===== config.mk =====
export PLATFORM = sky130hd
export DESIGN_NAME = seg7_capture
export DESIGN_NICKNAME = d
export VERILOG_FILES = /design/src/rtl/seg7_pkg.sv /design/src/rtl/seg7_to_hex.sv /design/src/rtl/seg7_capture.sv
export SDC_FILE = /design/constraint.sdc
export NUM_CORES = 1
export LEC_CHECK = 0
export CORE_MARGIN = 1.5
export CORE_UTILIZATION = 30
export DETAILED_ROUTE_END_ITERATION = 8
export SYNTH_ARGS = -nofsm -noshare
export SYNTH_HDL_FRONTEND = slang
export SYNTH_SLANG_ARGS = --single-unit

===== constraint.sdc =====
create_clock -name clk -period 6.76 [get_ports clk]
set_input_delay 1.352 -clock clk [delete_from_list [all_inputs] [get_ports clk]]
set_output_delay 1.352 -clock clk [all_outputs]
set_load 0.02 [all_outputs]

===== src/rtl/seg7_pkg.sv =====
// Shared definitions for the seven-segment capture block: segment codes, bit indices,
// FSM state type and the anode one-hot helpers.
package seg7_pkg;

  // Active-low segment codes, bit order ABCDEFG (bit 6 = A).
  localparam logic [6:0] Seg0     = 7'b0000001;
  localparam logic [6:0] Seg1     = 7'b1001111;
  localparam logic [6:0] Seg2     = 7'b0010010;
  localparam logic [6:0] Seg3     = 7'b0000110;
  localparam logic [6:0] Seg4     = 7'b1001100;
  localparam logic [6:0] Seg5     = 7'b0100100;
  localparam logic [6:0] Seg6     = 7'b0100000;
  localparam logic [6:0] Seg7     = 7'b0001111;
  localparam logic [6:0] Seg8     = 7'b0000000;
  localparam logic [6:0] Seg9     = 7'b0000100;
  localparam logic [6:0] SegA     = 7'b0001000;
  localparam logic [6:0] SegB     = 7'b1100000;
  localparam logic [6:0] SegC     = 7'b0110001;
  localparam logic [6:0] SegD     = 7'b1000010;
  localparam logic [6:0] SegE     = 7'b0110000;
  localparam logic [6:0] SegF     = 7'b0111000;
  localparam logic [6:0] SegBlank = 7'b1111111;

  localparam int unsigned IdxA = 6;
  localparam int unsigned IdxB = 5;
  localparam int unsigned IdxC = 4;
  localparam int unsigned IdxD = 3;
  localparam int unsigned IdxE = 2;
  localparam int unsigned IdxF = 1;
  localparam int unsigned IdxG = 0;

  typedef enum logic [0:0] {StCollect, StPublish} state_e;

  // True when exactly one anode line is driven low.
  function automatic logic onehot_low(input logic [3:0] an);
    logic [3:0] act;
    act = ~an;
    return (act != 4'b0000) && ((act & (act - 4'd1)) == 4'b0000);
  endfunction

  function automatic logic [1:0] low_index(input logic [3:0] an);
    logic [1:0] idx;
    idx = 2'd0;
    for (int i = 3; i >= 0; i--) begin
      if (!an[i]) idx = 2'(i);
    end
    return idx;
  endfunction

endpackage


===== src/rtl/seg7_to_hex.sv =====
// Combinational decoder from an active-low ABCDEFG segment pattern to a hex nibble,
// flagging the all-off blank pattern and any unrecognized code.
module seg7_to_hex
  import seg7_pkg::*;
(
  input  logic [6:0] seg7,
  output logic [3:0] nibble,
  output logic       blank,
  output logic       invalid
);

  always_comb begin
    nibble  = 4'h0;
    blank   = 1'b0;
    invalid = 1'b0;
    case (seg7)
      Seg0:     nibble = 4'h0;
      Seg1:     nibble = 4'h1;
      Seg2:     nibble = 4'h2;
      Seg3:     nibble = 4'h3;
      Seg4:     nibble = 4'h4;
      Seg5:     nibble = 4'h5;
      Seg6:     nibble = 4'h6;
      Seg7:     nibble = 4'h7;
      Seg8:     nibble = 4'h8;
      Seg9:     nibble = 4'h9;
      SegA:     nibble = 4'hA;
      SegB:     nibble = 4'hB;
      SegC:     nibble = 4'hC;
      SegD:     nibble = 4'hD;
      SegE:     nibble = 4'hE;
      SegF:     nibble = 4'hF;
      SegBlank: blank  = 1'b1;
      default:  invalid = 1'b1;
    endcase
  end

endmodule


===== src/rtl/seg7_capture.sv =====
// Snoops a multiplexed 4-digit seven-segment display bus and reconstructs the shown
// 16-bit hex value once every digit has been seen stable for SETTLE cycles.
module seg7_capture
  import seg7_pkg::*;
#(
  parameter int unsigned SETTLE  = 4,
  parameter int unsigned TIMEOUT = 4096
) (
  input  logic        clk,
  input  logic        reset,
  input  logic [3:0]  an,
  input  logic [6:0]  seg7,
  output logic [15:0] hex_out,
  output logic [3:0]  blank_mask,
  output logic        frame_valid,
  output logic        frame_err,
  output logic        stale
);

  localparam int unsigned TW         = $clog2(TIMEOUT + 1);
  localparam logic [7:0]  SettleCnt  = 8'(SETTLE);
  localparam logic [TW-1:0] TimeoutCnt = TW'(TIMEOUT);

  logic [3:0]      an_meta_q, an_sync_q;
  logic [6:0]      seg_meta_q, seg_sync_q;
  logic [10:0]     prev_q;
  logic [7:0]      cnt_q, cnt_d;
  logic            changed, capture;
  logic [1:0]      cap_idx;
  logic [3:0]      dec_nib;
  logic            dec_blank, dec_inv;
  logic [3:0][3:0] nib_q, nib_d;
  logic [3:0]      blank_q, blank_d, inv_q, inv_d, seen_q, seen_d;
  state_e          state_q, state_d;
  logic            publish_ok, publish_err;
  logic [TW-1:0]   tmo_q, tmo_d;
  logic            stale_q, stale_d;
  logic [15:0]     hex_q;
  logic [3:0]      blank_mask_q;
  logic            frame_valid_q, frame_err_q;

  seg7_to_hex u_dec (
    .seg7    (seg_sync_q),
    .nibble  (dec_nib),
    .blank   (dec_blank),
    .invalid (dec_inv)
  );

  // Capture fires only on the cycle the stability count first lands on SETTLE.
  always_comb begin
    changed = {an_sync_q, seg_sync_q} != prev_q;
    if (changed)                cnt_d = 8'd1;
    else if (cnt_q == SettleCnt) cnt_d = cnt_q;
    else                        cnt_d = cnt_q + 8'd1;
    capture = (cnt_d == SettleCnt) && (changed || (cnt_q != SettleCnt)) &&
              onehot_low(an_sync_q);
    cap_idx = low_index(an_sync_q);
  end

  always_comb begin
    nib_d   = nib_q;
    blank_d = blank_q;
    inv_d   = inv_q;
    seen_d  = (state_q == StPublish) ? 4'b0000 : seen_q;
    if (capture) begin
      nib_d[cap_idx]   = dec_nib;
      blank_d[cap_idx] = dec_blank;
      inv_d[cap_idx]   = dec_inv;
      seen_d[cap_idx]  = 1'b1;
    end
  end

  always_ff @(posedge clk or posedge reset) begin
    if (reset) state_q <= StCollect;
    else       state_q <= state_d;
  end

  always_comb begin
    state_d = state_q;
    unique case (state_q)
      StCollect: if (seen_q == 4'b1111) state_d = StPublish;
      StPublish: state_d = StCollect;
      default:   state_d = StCollect;
    endcase
  end

  always_comb begin
    publish_ok  = (state_q == StPublish) && (inv_q == 4'b0000);
    publish_err = (state_q == StPublish) && (inv_q != 4'b0000);
  end

  always_comb begin
    if (publish_ok)               tmo_d = '0;
    else if (tmo_q == TimeoutCnt) tmo_d = tmo_q;
    else                          tmo_d = tmo_q + TW'(1);
    if (publish_ok)               stale_d = 1'b0;
    else if (tmo_d == TimeoutCnt) stale_d = 1'b1;
    else                          stale_d = stale_q;
  end

  always_ff @(posedge clk or posedge reset) begin
    if (reset) begin
      an_meta_q     <= '0;
      an_sync_q     <= '0;
      seg_meta_q    <= '0;
      seg_sync_q    <= '0;
      prev_q        <= '0;
      cnt_q         <= '0;
      nib_q         <= '0;
      blank_q       <= '0;
      inv_q         <= '0;
      seen_q        <= '0;
      tmo_q         <= '0;
      stale_q       <= 1'b1;
      hex_q         <= '0;
      blank_mask_q  <= '0;
      frame_valid_q <= 1'b0;
      frame_err_q   <= 1'b0;
    end else begin
      an_meta_q     <= an;
      an_sync_q     <= an_meta_q;
      seg_meta_q    <= seg7;
      seg_sync_q    <= seg_meta_q;
      prev_q        <= {an_sync_q, seg_sync_q};
      cnt_q         <= cnt_d;
      nib_q         <= nib_d;
      blank_q       <= blank_d;
      inv_q         <= inv_d;
      seen_q        <= seen_d;
      tmo_q         <= tmo_d;
      stale_q       <= stale_d;
      frame_valid_q <= publish_ok;
      frame_err_q   <= publish_err;
      if (publish_ok) begin
        hex_q        <= nib_q;
        blank_mask_q <= blank_q;
      end
    end
  end

  assign hex_out     = hex_q;
  assign blank_mask  = blank_mask_q;
  assign frame_valid = frame_valid_q;
  assign frame_err   = frame_err_q;
  assign stale       = stale_q;

endmodule

# Yosys cells after proc, flatten, opt, wreduce, memory -nomap -nowiden

Index checks and enable logic that the tools add are counted.
Widths: inputs -> output; s select.

Output and inout port bits: 23
Register bits after elaboration: 106
Input bits: 13
Word-level logic and storage cells: 90

Bitwise operators: 4
$lt $le $gt $ge: 2
Multiplexer cells: 24
$add $sub $neg: 3
Eq/ne operators: 23
Reductions and logical operators: 14

Operator list:

| operator              | number |
|---|---|
| $pmux 4 s15           | 1 |
| $eq 7x6->1 const B    | 5 |
| $eq 7x7->1 const B    | 5 |
| $eq 13x13->1 const B  | 2 |
| $mux 13               | 2 |
| $reduce_or 17->1      | 1 |
| $bwmux 16             | 1 |
| $eq 8x3->1 const B    | 2 |
| $mux 8                | 2 |
| $eq 7x3->1 const B    | 2 |
| $eq 7x4->1 const B    | 2 |
| $add 13x1->13 const B | 1 |
| $mux 4                | 3 |
| $ne 11x11->1          | 1 |
| $add 8x1->8 const B   | 1 |
| $bwmux 4              | 2 |
| $demux 4 s2           | 1 |
| $logic_not 4->1       | 2 |
| $mux 2                | 4 |
| $ne 8x3->1 const B    | 1 |
| $reduce_bool 4->1     | 2 |
| $eq 7x1->1 const B    | 1 |
| $eq 7x5->1 const B    | 1 |
| $logic_not 7->1       | 1 |
| other kinds (14)      | 24 |

# Longest topological paths before layout

Word-level depth: 10
Mapped depth: 9
Gate-level depth less buffers: 8

# By module

A second synthesis with hierarchy kept.

Cell total of the unflattened synthesis: 398
Area total of the unflattened synthesis: 4539.4 um^2

By module, submodules not included:

| module       | times used | sequential area each (um^2) | area each (um^2) | cells an instance |
|---|---|---|---|---|
| seg7_capture | 1          | 2653.8                      | 4164.0           | 352 |
| seg7_to_hex  | 1          | 0.0                         | 375.4            | 46 |

# Worst setup path after synthesis

No wires, ideal clock.

Path kind: flip-flop to flip-flop
Start point: register cnt_q[0]
End point: register blank_q[1]
Clock period less this slack: 2311 ps
Path buffers: 1
Setup slack: 4449 ps
Library setup time: 125 ps
Data arrival time: 2186 ps
Data required time: 6635 ps
Cell stages (with the launch flop): 9
Cell sequence: dfrtp_1 ha_1 xnor2_1 a2111oi_2 o21ai_1 and4bb_2 and4b_1 buf_6 mux2_4

Longest elaborated chain between the ends: 6
Elaborated cells on any way between the ends: 9
Classes of those cells: 1 x add/sub; 3 x eq/ne; 2 x mux; 3 x reduce/logical

RTL lines:

| element                                          | RTL line                               | text |
|---|---|---|
| start, declared                                  | seg7_capture.sv:27                     | `logic [7:0] cnt_q, cnt_d;` |
| start signal, assigned                           | seg7_capture.sv:125                    | `cnt_q <= cnt_d;` |
| $add 8x1->8 / $eq 8x3->1 (equally long branches) | seg7_capture.sv:54, seg7_capture.sv:53 |  |
| $mux 8                                           | seg7_capture.sv:53                     | `else if (cnt_q == SettleCnt) cnt_d = cnt_q;` |
| $mux 8                                           | seg7_capture.sv:52                     | `if (changed) cnt_d = 8'd1;` |
| $eq 8x3->1                                       | seg7_capture.sv:55                     | `capture = (cnt_d == SettleCnt) && (changed \|\| (cnt_q != SettleCnt)) &&` |
| $logic_and 1x1->1 (*) (2 in series)              | seg7_capture.sv:55                     |  |
| end signal, assigned                             | seg7_capture.sv:127                    | `blank_q <= blank_d;` |
| end, declared                                    | seg7_capture.sv:33                     | `logic [3:0] blank_q, blank_d, inv_q, inv_d, seen_q, seen_d;` |

Every way passes the cells marked *; elsewhere a longest branch is shown, timed or not.
A chain may end at the register's enable or synchronous reset.

# Worst setup path after layout

Start point: register stale_q, in the netlist stale
End point: output port stale

RTL lines:

| element                | RTL line            | text |
|---|---|---|
| start, declared        | seg7_capture.sv:37  | `logic stale_q, stale_d;` |
| start signal, assigned | seg7_capture.sv:131 | `stale_q <= stale_d;` |
| end, declared          | seg7_capture.sv:17  | `output logic stale` |

No word-level cell between the ends.

==> impl_metrics.yaml <==
sta:
  finalHoldViolCount: 0
  worst_slack_ps: 3930
  fmax_ghz: 0.354
  fin_crit_sh_pct: 41.8
  worstMarginPinSlew_ps: 826
  setup_viol: 0
  maxSlewViolCount: 0
  skew_ps: 7.72
  finalSetupTns_ps: 0
  min_period_ps: 2830
  grt_setup_unrepaired: "false"
  slew_headroom_pct: 44.8
power:
  p_comb_share_pct: 3.3
  switching_share_pct: 23.5
  clockPowerShare_pct: 41.7
  power.density_mw_per_mm2: 220
  ir_worst_vdd_v: 0.000125
  internal_power_mw: 0.914
  power.switching_mw: 0.280
  p_total_mw: 1.19
  p_leak_nw: 2.48
  seq_power_share_pct: 55.0
cts:
  cts_buffers: 9
  clkTransAtPathRegs_ps: 70
  cts.sinks: 106
  postCtsSetupRepairBufs: 0
  cts_max_path_buffers: 2
  ctsResizeCount: 0
  cts-root-buf: "clkbuf_16"
  cts_tree: "yes"
  clock_latency_ps: 350
  cts_hold_buffers: 0
  htreeDepth: 3
finish:
  nets: 472
  final_common_cell: "dfrtp_1"
  drive_gt1_share_pct: 9.35
  area_growth_pct: 16.6
  multi_input_area_mm2: 0.00186
  final_core_util_pct: 35.8
  fin_area_mm2: 0.00544
  final-seq-area_mm2: 0.00265
  antenna_cells: 0
  final_cell_mix: "dfrtp_1 (105), nand2_1 (77), clkdlybuf4s50_1 (35), nor2_1 (33), xor2_1 (21)"
  nFillCells: 1523
critical_path:
  end_kind: "output pin"
  cp.required_ps: 5410
  r2r-start: "seg_sync_q[6]"
  crit_family: "buffers and inverters"
  path_cells: "clkdlybuf4s50_1"
  crit_start: "stale"
  cpPeakStageDelay_ps: 590
  slowest_stage: "clkdlybuf4s50_1"
  arrival_ps: 1480
  crit_buf_inv: 1
  r2r-end: "blank_q[1]"
  path_depth: 1
  worstRegToRegCells: 6
  start_kind: "flip-flop"
  rrSetupSlack_ps: 3940
  worstSetupPathType: "reg2out"
  cp-endpoint: "stale"
  path_max_fanout: 2
min_path:
  hold_class: "reg2reg"
  min_from: "seg_meta_q[4]"
yosys:
  synth-edff-count: 0
  ys_ff_latch: 106
  synthTopCellsByArea: "dfrtp_1 (56%), nand2_1 (6.2%), mux2_4 (5.8%)"
  netlist_area_mm2: 0.00466
  syn_inst: 428
  yosysSeqAreaShare_pct: 56.9
  yosysWarnings: 0
  ys.flop_type: "dfrtp_1"
  yosysTopAreaCellShare_pct: 56.3
  yosys.area.top_type: "dfrtp_1"
  async_flop_share_pct: 100
  ys_types: 53
  avgSynthCellArea_um2: 10.9
  syn_nets: 445
floorplanning:
  initial_utilization_pct: 30.7
  core_area_mm2: 0.0152
  rows: 45
  dieArea_mm2: 0.0163
  die_w_um: 128
  ios: 36
  fp.dieH_um: 128
route:
  ant_nets: 0
  first_pass_iters: 4
  num_vias: 3071
  via_per_inst: 4.74
  wl_per_cell_um: 13.6
  drtIter0Drc: 270
  wl_um: 8820
  drcViolationCount: 0
place:
  port_buffers: 35
  place_congestion: 0.821
  dp_hpwl_um: 5860
  place_area_mm2: 0.00516
  dp_slack_ps: 3710
status:
  outcome: "complete, no violations"
global_routing:
  grt_remaining_overflow: 0
  grtUsageTotal_pct: 11.5
  grt_pass1_vias: 3046
  grt_max_degree: 56
  antenna_found_initial: 0
  grt_pass1_wl_um: 14900
run:
  maxCapViolCount: 0
worst min-delay path by stage:
stage	cells after the start	end
final	0	seg_sync_q[4]
after global routing	0	seg_sync_q[5]
after detailed placement	0	seg_sync_q[0]
after global placement	0	an_sync_q[0]
after floorplan	0	an_sync_q[0]
after CTS	0	seg_sync_q[0]
cell type report:
cell class,count,area share [%]
Sequential cell,106,48.8
Multi-Input combinational cell,290,34.3
Tap cell,188,4.33
Clock buffer,10,4.21
Inverter,11,0.805
Clock inverter,6,0.874
Timing Repair Buffer,37,6.72
per-stage QoR:
step | hold WS, ps | cells
CTS | 352 | 648
global placement | 332 | 632
detailed placement | 335 | 632
global route | 357 | 648
finish | 351 | 648
floorplan | 331 | 428
flip-flops by register name, indices dropped and copies added (netlist names), 7 cells and up:
name,cells
hex_out,16
nib_q,16
tmo_q,13
prev_q,11
cnt_q,8
seg_meta_q,7
seg_sync_q,7
synth_stat cells, drive strengths merged (7+ instances only):
cell    number
dfrtp      105
nand2       78
nor2        33
mux2        24
xor2        21
nor3        16
a21oi       15
clkbuf      14
nand3       13
inv         11
xnor2       11
o21ai       10
buf          7
power by group through the flow:
stage	sequential (mW)	combinational [mW]	clock, mW
finish	0.657	0.0396	0.497
global route	0.659	0.0454	0.541
CTS	0.657	0.0409	0.517
detailed placement	0.670	0.0407	0
global placement	0.669	0.0399	0
floorplan	0.662	0.0315	0
per-layer routing:
metal  track usage (%)  vias to the layer above  part of all wire [%]
met2              17.8                       66                    46
met4              4.96                        0                   1.9
met3              2.75                       15                   3.9
met1              15.5                     1488                    48
met5                 0                        -                     0
li1                  -                     1502                     -
cells by family after synthesis:
kind of cell | after synthesis | synth area share (%)
compound gates | 46 | 6.22
fa+ha+maj | 4 | 1.07
xor+xnor | 32 | 6.01
simple gates | 183 | 19.2
buf+inv | 32 | 3.14
flops | 106 | 56.9
mux | 25 | 7.46
No activity file was read; power rests on OpenSTA's default activity.
